$ cat config.mk
export PLATFORM = sky130hd
export DESIGN_NAME = edge_scan_ctrl
export DESIGN_NICKNAME = d
export VERILOG_FILES = /design/src/rtl/edge_scan_ctrl.sv
export SDC_FILE = /design/constraint.sdc
export NUM_CORES = 1
export LEC_CHECK = 0
export ABC_AREA = 1
export CAP_MARGIN = 30
export CORE_UTILIZATION = 45
export CTS_CLUSTER_SIZE = 8
export DETAILED_ROUTE_END_ITERATION = 12
export GPL_TIMING_DRIVEN = 0
export PLACE_DENSITY = 0.72
export SLEW_MARGIN = 20
export SYNTH_ARGS = -nofsm -noshare
export SYNTH_HDL_FRONTEND = slang
export SYNTH_SLANG_ARGS = --single-unit
$ cat constraint.sdc
create_clock -name CP -period 1.8 [get_ports CP]
set_input_delay 0.36 -clock CP [delete_from_list [all_inputs] [get_ports CP]]
set_output_delay 0.36 -clock CP [all_outputs]
set_load 0.02 [all_outputs]
$ cat src/rtl/edge_scan_ctrl.sv
`default_nettype none
// ============================================================================
// Module   : edge_scan_ctrl
// Brief    : Sequencer for an EDGE scan chain: capture, serial shift, update.
// Revision : 1.0 - initial release
// ============================================================================
module edge_scan_ctrl #(
    parameter int CHAIN_LEN = 32,
    parameter int CNT_W     = 8
) (
    input  logic                 CP,
    input  logic                 RN,
    input  logic                 cmd_valid,
    output logic                 cmd_ready,
    input  logic [1:0]           cmd_op,
    input  logic [CHAIN_LEN-1:0] wdata,
    input  logic                 abort,
    output logic                 TE,
    output logic                 TI,
    output logic                 chain_ce,
    output logic                 en,
    input  logic                 so,
    output logic [CHAIN_LEN-1:0] rdata,
    output logic                 busy,
    output logic                 done
);

    localparam logic [1:0]       c_op_shift     = 2'b00;
    localparam logic [1:0]       c_op_capture   = 2'b01;
    localparam logic [1:0]       c_op_update    = 2'b10;
    localparam logic [1:0]       c_op_shift_upd = 2'b11;
    localparam logic [CNT_W-1:0] c_last         = CNT_W'(CHAIN_LEN - 1);

    typedef enum logic [2:0] {
        S_IDLE    = 3'd0,
        S_CAPTURE = 3'd1,
        S_SHIFT   = 3'd2,
        S_UPDATE  = 3'd3,
        S_DONE    = 3'd4
    } state_t;

    state_t               r_state;
    logic [1:0]           r_op;
    logic [CNT_W-1:0]     r_cnt;
    logic [CHAIN_LEN-1:0] r_sreg;
    logic [CHAIN_LEN-1:0] r_rdata;
    logic                 r_te;
    logic                 r_ti;
    logic                 r_ce;
    logic                 r_en;
    logic                 r_done;
    logic                 r_busy;
    logic                 r_ready;

    // Outputs are registered from the state being entered, so each output
    // reflects the state it belongs to for the whole cycle.
    always_ff @(posedge CP or negedge RN) begin
        if (!RN) begin
            r_state <= S_IDLE;
            r_op    <= c_op_shift;
            r_cnt   <= '0;
            r_sreg  <= '0;
            r_rdata <= '0;
            r_te    <= 1'b0;
            r_ti    <= 1'b0;
            r_ce    <= 1'b0;
            r_en    <= 1'b0;
            r_done  <= 1'b0;
            r_busy  <= 1'b0;
            r_ready <= 1'b0;
        end else begin
            r_te    <= 1'b0;
            r_ti    <= 1'b0;
            r_ce    <= 1'b0;
            r_en    <= 1'b0;
            r_done  <= 1'b0;
            r_busy  <= 1'b1;
            r_ready <= 1'b0;
            case (r_state)
                S_IDLE: begin
                    r_busy  <= 1'b0;
                    r_ready <= 1'b1;
                    if (cmd_valid && r_ready) begin
                        r_op    <= cmd_op;
                        r_sreg  <= wdata;
                        r_cnt   <= '0;
                        r_busy  <= 1'b1;
                        r_ready <= 1'b0;
                        case (cmd_op)
                            c_op_capture: begin
                                r_state <= S_CAPTURE;
                                r_ce    <= 1'b1;
                            end
                            c_op_update: begin
                                r_state <= S_UPDATE;
                                r_en    <= 1'b1;
                            end
                            default: begin
                                r_state <= S_SHIFT;
                                r_te    <= 1'b1;
                                r_ce    <= 1'b1;
                                r_ti    <= wdata[0];
                            end
                        endcase
                    end
                end
                S_CAPTURE: begin
                    if (abort) begin
                        r_state <= S_IDLE;
                        r_busy  <= 1'b0;
                        r_ready <= 1'b1;
                    end else begin
                        r_state <= S_SHIFT;
                        r_te    <= 1'b1;
                        r_ce    <= 1'b1;
                        r_ti    <= r_sreg[0];
                    end
                end
                S_SHIFT: begin
                    if (abort) begin
                        // Partial rdata is deliberately left as shifted so far.
                        r_state <= S_IDLE;
                        r_busy  <= 1'b0;
                        r_ready <= 1'b1;
                    end else begin
                        r_sreg  <= {1'b0, r_sreg[CHAIN_LEN-1:1]};
                        r_rdata <= {so, r_rdata[CHAIN_LEN-1:1]};
                        r_cnt   <= r_cnt + CNT_W'(1);
                        if (r_cnt == c_last) begin
                            if (r_op == c_op_shift_upd) begin
                                r_state <= S_UPDATE;
                                r_en    <= 1'b1;
                            end else begin
                                r_state <= S_DONE;
                                r_done  <= 1'b1;
                            end
                        end else begin
                            r_te <= 1'b1;
                            r_ce <= 1'b1;
                            r_ti <= r_sreg[1];
                        end
                    end
                end
                S_UPDATE: begin
                    if (abort) begin
                        r_state <= S_IDLE;
                        r_busy  <= 1'b0;
                        r_ready <= 1'b1;
                    end else begin
                        r_state <= S_DONE;
                        r_done  <= 1'b1;
                    end
                end
                S_DONE: begin
                    r_state <= S_IDLE;
                    r_busy  <= 1'b0;
                    r_ready <= 1'b1;
                end
                default: begin
                    r_state <= S_IDLE;
                    r_busy  <= 1'b0;
                end
            endcase
        end
    end

    assign cmd_ready = r_ready;
    assign TE        = r_te;
    assign TI        = r_ti;
    assign chain_ce  = r_ce;
    assign en        = r_en;
    assign rdata     = r_rdata;
    assign busy      = r_busy;
    assign done      = r_done;

endmodule
`default_nettype wire
* Yosys cells after proc, flatten, opt, wreduce, memory -nomap -nowiden
Cells that the tools add are included.
Word-level totals: register bits 84, bits of input ports 39, output and inout bits 39, logic and storage cells 78
Cells by class: $add $sub $neg 1, eq/ne operators 11, mux-type cells 44, bitwise logic cells 1, reduce and logical (&&, ||, !) cells 9
Operators by type and width (number):
- 32-bit two-way mux | 2
- 32-bit one-hot mux with 2 select lines | 1
- 1-bit two-way mux | 23
- 8-bit two-way mux | 2
- 8-bit one-hot mux with 2 select lines | 1
- 3-bit two-way mux | 5
- 1-bit one-hot mux with 3 select lines | 4
- 3-bit one-hot mux with 4 select lines | 1
- 8-bit by 1-bit adder with 8-bit output (second input constant) | 1
- 8-bit by 5-bit equality test with 1-bit output (second input constant) | 1
- 3-bit by 2-bit equality test with 1-bit output (second input constant) | 2
- 1-bit one-hot mux with 2 select lines | 3
- 2-bit AND reduction | 3
- 2-bit equality test (second input constant) | 2
- 2-bit != test (second input constant) | 2
- 2-bit one-hot mux with 2 select lines | 1
- 3-bit by 1-bit equality test with 1-bit output (second input constant) | 1
- 3-bit equality test (second input constant) | 1
- 3-bit logical NOT | 1
- 3-bit != test (second input constant) | 1
- 3-bit AND reduction | 1
- 3-bit OR reduction | 1
- 2-bit by 1-bit equality test with 1-bit output (second input constant) | 1
- 2-bit two-way mux | 1
- other kinds (4) | 4

* Logic depth before layout (Yosys ltp)
Gate-level depths: netlist of run 1.
depth after elaboration 5, gate-level depth with buffers 8, gate-level depth less buffers 7

* Least setup slack after synthesis of run 1
OpenSTA, ideal clock, no wires.
path type flip-flop to flip-flop, start point register r_state[1], end point register r_cnt[6], library setup time 0.065 ns, arrival 1.222 ns, required time 1.735 ns, path slack 0.513 ns, cell stages (with the launch flop) 8, buffers on the path 2, period minus slack after synthesis 1.287 ns, cell sequence dfrtp_1 -> nor2_2 -> nand3_4 -> nand2_4 -> buf_8 -> buf_6 -> nand4_1 -> nand2_1
On the way: cells in the longest elaborated chain, start to end 3, elaborated cells on any way between the ends 7, classes of those cells 3 x eq/ne; 1 x mux; 3 x reduce/logical
RTL lines:
- start: declaration | RTL line 42 | state_t r_state;
- start signal: assignment | RTL line 59 | r_state <= S_IDLE;
- start signal: assignment | RTL line 91 | r_state <= S_CAPTURE;
- start signal: assignment | RTL line 95 | r_state <= S_UPDATE;
- 3-bit by 2-bit equality test with 1-bit output / 3-bit logical NOT (equally long branches) | RTL line 79 | case (r_state)
- 2-bit != test (no line) / 2-bit nonzero test (equally long branches)
- 3-bit AND reduction (no line)
- end signal: assignment | RTL line 128 | r_cnt <= r_cnt + CNT_W'(1);
- end: declaration | RTL line 44 | logic [CNT_W-1:0] r_cnt;
Parallel ways exist; a longest one is shown, timed or not. A chain may end at the register's enable or synchronous reset.

* Worst setup path in the final report of run 1
start point register r_rdata[22] (netlist: rdata[22]), end point output port rdata[22]
RTL lines:
- start: declaration | RTL line 46 | logic [CHAIN_LEN-1:0] r_rdata;
- start signal: assignment | RTL line 127 | r_rdata <= {so, r_rdata[CHAIN_LEN-1:1]};
- end: declaration | RTL line 23 | output logic [CHAIN_LEN-1:0] rdata,
No word-level cell between the ends.

==> summary.txt, run 1 <==
Finish
  • Register Area: between 0.002 and 0.0025 mm²
  • Multi-input logic area: 0.00136 mm²
  • Layout Cells excl Fill: approximately 660
  • Share of cells above drive strength 1: under 10%
  • Finished Core Util: around three fifths
  • Diodes inserted: 0
  • # fillers: 750
  • Fin area: about 0.0049 mm²
  • P&R area growth vs syn: 30.5%
  • Nets: 594

Die
  • Core ar.: roughly 0.0082 mm²
  • IO Count: 78
  • Total die area: a little under 0.009 mm²
  • Chip height: 93.7 µm
  • Chip Width: approximately 94 µm
  • Placement Rows: 33
  • Initial Utilization: about 46%

Drt
  • ANT nets after route: 0
  • Wire per inst: around 12 µm
  • Via density per instance: about 4.9
  • Remaining DRCs: 0
  • Routed via count: 3224
  • Post-Route WL: roughly 8.0 mm
  • Number of iterations in the first detailed-routing pass: 4
  • 1st-iter DRT viols: approximately 180

Worst setup path
  • Critical path's largest stage delay: around 640 ps
  • Crit path cell chain: clkdlybuf4s50_1
  • R2r setup slk: 210 ps
  • Bufs and invs on worst path: 1
  • Worst EP arrival: approximately 1400 ps
  • CP max-delay cell: clkdlybuf4s50_1
  • Worst endpoint required time: approximately 1400 ps
  • Critical path type: register to primary output
  • Setup crit end kind: primary output
  • Max FO, Critical Path: 3
  • Startpoint class of the critical path: register
  • CP delay by family, top: buffers and inverters

Yosys
  • Post-Syn Area: ~0.0038 mm²
  • Synth Area per Inst: between 8 and 9 µm²
  • Post-synthesis register bit count: 84
  • Syn_nets: roughly 510
  • Total number of yosys warnings: 0
  • Sequential element share of the synthesized area: roughly 56%
  • Cells after Synth: about 460
  • Synth unique cells: 24

Power and ir drop
  • VDD IR-drop max: 0.682 mV
  • Total power per unit cell area: about 1600 mW/mm²
  • Leak: ~2.4 nW

STA
  • Worst-margin pin slew: approximately 630 ps
  • Max Freq: 569 MHz
  • Final Max Tran Viols: 0
  • Final setup violation count: 0
  • Tcrit/Tclk final: between 90 and 100%
  • Fin. Hold Viols: 0
  • Max_slew headroom: between 50% and 60%
  • RSZ-0062 raised after global routing: no
  • Layout Skew: approximately 14 ps
  • Post-route minimum period: roughly 1800 ps
  • Worst Hold Margin: approximately 24 ps

Placed design
  • Cell Area, Placed: ~0.0047 mm²
  • RePlAce Congestion: 0.849
  • HPWL after DPL: roughly 5.6 mm
  • Count of input and output buffers: 77
  • Inst Count DP: between 600 and 700

GRT
  • Grt total ovfl: 0
  • First-pass GRT wire length: around 13 mm
  • Antenna violations before repair: 0
  • Vias in the first global route: approximately 3000
  • Pin count of the biggest net entering global routing: 52
  • GR Util All Layers: approximately a fifth

Run status
  • Status: finished, final reports clean

Clocking
  • CTS clk-pin slew, worst paths: ~90 ps
  • CTS Buf Count: 9
  • Hold_buf cts: 0
  • Clock latency on the worst-skew pair: between 300 and 400 ps
  • Setup Fix Bufs, Post-CTS: 0
  • Post-cts sizing count: 0
  • Clock Sinks: 84
  • Clock buffer depth: 2
  • Htree depth: 3
  • CTS root buffer: clkbuf_8
  • Clock tree from TritonCTS: built

Worst hold path
  • Hold crit path type: primary input to async pin

Run
  • Maxcap violations: 0
[layer usage]
layer / vias up / share of wire [%] / GRT usage (%)
li1: 1617 / - / -
met1: 1526 / 47 / 26.1
met2: 68 / 49 / 31.3
met3: 13 / 3.3 / 2.75
met4: 0 / 1.6 / 8.08
met5: - / 0 / 0
[worst paths after layout]
path	from	endpoint	depth (start not counted)
hold / removal	RN	r_sreg[8]	1
hold reg to reg	r_op[1]	r_op[1]	2
min in group CP	r_op[1]	r_op[1]	2
setup / recovery	rdata[22]	rdata[22]	1
max in group asynchronous	RN	rdata[22]	2
setup reg to reg	r_state[0]	r_sreg[23]	5
[synthesized netlist by cell type (all sizes together)]
library cell	instances	share of area [%]
a21oi	3	0.40
buf	10	2.1
clkbuf	9	0.89
dfrtp	84	56
ha	3	0.99
inv	54	5.4
nand2	186	19
nand3	12	2.3
nand3b	2	0.40
nand4	4	0.66
nor2	17	2.0
o211ai	2	0.40
o21ai	75	9.9
o21bai	1	0.20
o22ai	1	0.17
[registers in the layout, indices dropped and copies added, names as in the netlist, 2 cells and up]
| name | flops |
|---|---|
| r_sreg | 32 |
| r_op | 2 |
| rdata | 32 |
| r_cnt | 8 |
| r_state | 3 |
[cell families after synthesis]
| family | count (synthesis) | share of synthesized area, % |
|---|---|---|
| and+or+nand+nor | 221 | 24.0 |
| adders and majority gates | 3 | 0.993 |
| AOI/OAI and AO/OA | 82 | 11.1 |
| buffers and inverters | 73 | 8.34 |
| DFF | 84 | 55.6 |
[power by group]
| part | switching, mW | total (mW) | leakage [nW] | internal, mW |
|---|---|---|---|---|
| combinational | 2.18 | 3.56 | 1.22 | 1.38 |
| sequential | 0.363 | 2.97 | 1.10 | 2.61 |
| clock | 0.678 | 1.54 | 0.120 | 0.863 |
| total | 3.22 | 8.07 | 2.44 | 4.85 |
[final cells by class]
| cell class | count | area share [%] |
|---|---|---|
| Timing Repair Buffer | 78 | 16.0 |
| Multi-Input combinational cell | 306 | 27.6 |
| Clock inverter | 5 | 1.67 |
| Buffer | 19 | 2.28 |
| Clock buffer | 11 | 3.07 |
| Inverter | 54 | 4.11 |
| Sequential cell | 84 | 42.6 |
| Tap cell | 105 | 2.66 |
[placed cells by master (no fill, tap or decap)]
cell             instances
nand2_1                184
dfrtp_1                 84
clkdlybuf4s50_1         76
o21ai_0                 71
inv_1                   50
nor2_1                  15
clkbuf_8                11
nand3_1                 10
clkbuf_1                 9
buf_2                    6
nand4_1                  4
inv_2                    4
o21ai_1                  4
a21oi_1                  3
buf_6                    3
ha_1                     3
nand3_4                  2
o211ai_1                 2
nand3b_1                 2
bufinv_16                2
nor2_4                   1
nor2_2                   1
nand2_2                  1
o22ai_1                  1
nand2_4                  1
buf_8                    1
o21bai_1                 1
clkinv_2                 1
inv_6                    1
clkinv_4                 1
buf_4                    1
buf_12                   1
[through the flow]
stage	setup TNS [ps]	worst slack, ps	total power, mW
after global routing	0	10.6	8.72
after floorplan	0	513	5.27
after global placement	-228020	-2680	6.46
final	0	44.0	8.07
after detailed placement	-4390	-158	6.57
after CTS	0	25.1	8.14
No activity file was read; power rests on OpenSTA's default activity.
==> run 2: changes to the inputs <==
--- a/config.mk
+++ b/config.mk
@@ -6,6 +6,7 @@
 export NUM_CORES = 1
 export LEC_CHECK = 0
 export ABC_AREA = 1
+export ABC_CLOCK_PERIOD_IN_PS = 1900
 export CAP_MARGIN = 30
 export CORE_UTILIZATION = 45
 export CTS_CLUSTER_SIZE = 8
==> constraint.sdc (replaced) <==
create_clock -name CP -period 1.9 [get_ports CP]
set_input_delay 0.38 -clock CP [delete_from_list [all_inputs] [get_ports CP]]
set_output_delay 0.38 -clock CP [all_outputs]
set_load 0.02 [all_outputs]
==> results of run 2 <==
Same layout as run 1 (identical final DEF). Status: finished, final reports clean.
Among the figures that moved: setup slack after placement -158 ps -> -77.5 ps; setup slack after layout 44.0 ps -> 124 ps; hold slack 24.3 ps -> 44.3 ps; register-to-register setup slack 210 ps -> 310 ps; total power 8.07 mW -> 7.65 mW; worst IR drop on VDD 0.682 mV -> 0.646 mV
==> run 3: changes to the inputs <==
--- a/config.mk
+++ b/config.mk
@@ -13,7 +13,7 @@
 export DETAILED_ROUTE_END_ITERATION = 12
 export GPL_TIMING_DRIVEN = 0
 export PLACE_DENSITY = 0.72
-export SLEW_MARGIN = 20
+export SLEW_MARGIN = 10
 export SYNTH_ARGS = -nofsm -noshare
 export SYNTH_HDL_FRONTEND = slang
 export SYNTH_SLANG_ARGS = --single-unit
==> results of run 3 <==
Same layout as run 1 (identical final DEF). Status: finished, final reports clean.
Among the figures that moved: setup slack after placement -158 ps -> -77.5 ps; setup slack after layout 44.0 ps -> 124 ps; hold slack 24.3 ps -> 44.3 ps; register-to-register setup slack 210 ps -> 310 ps; total power 8.07 mW -> 7.65 mW; worst IR drop on VDD 0.682 mV -> 0.646 mV
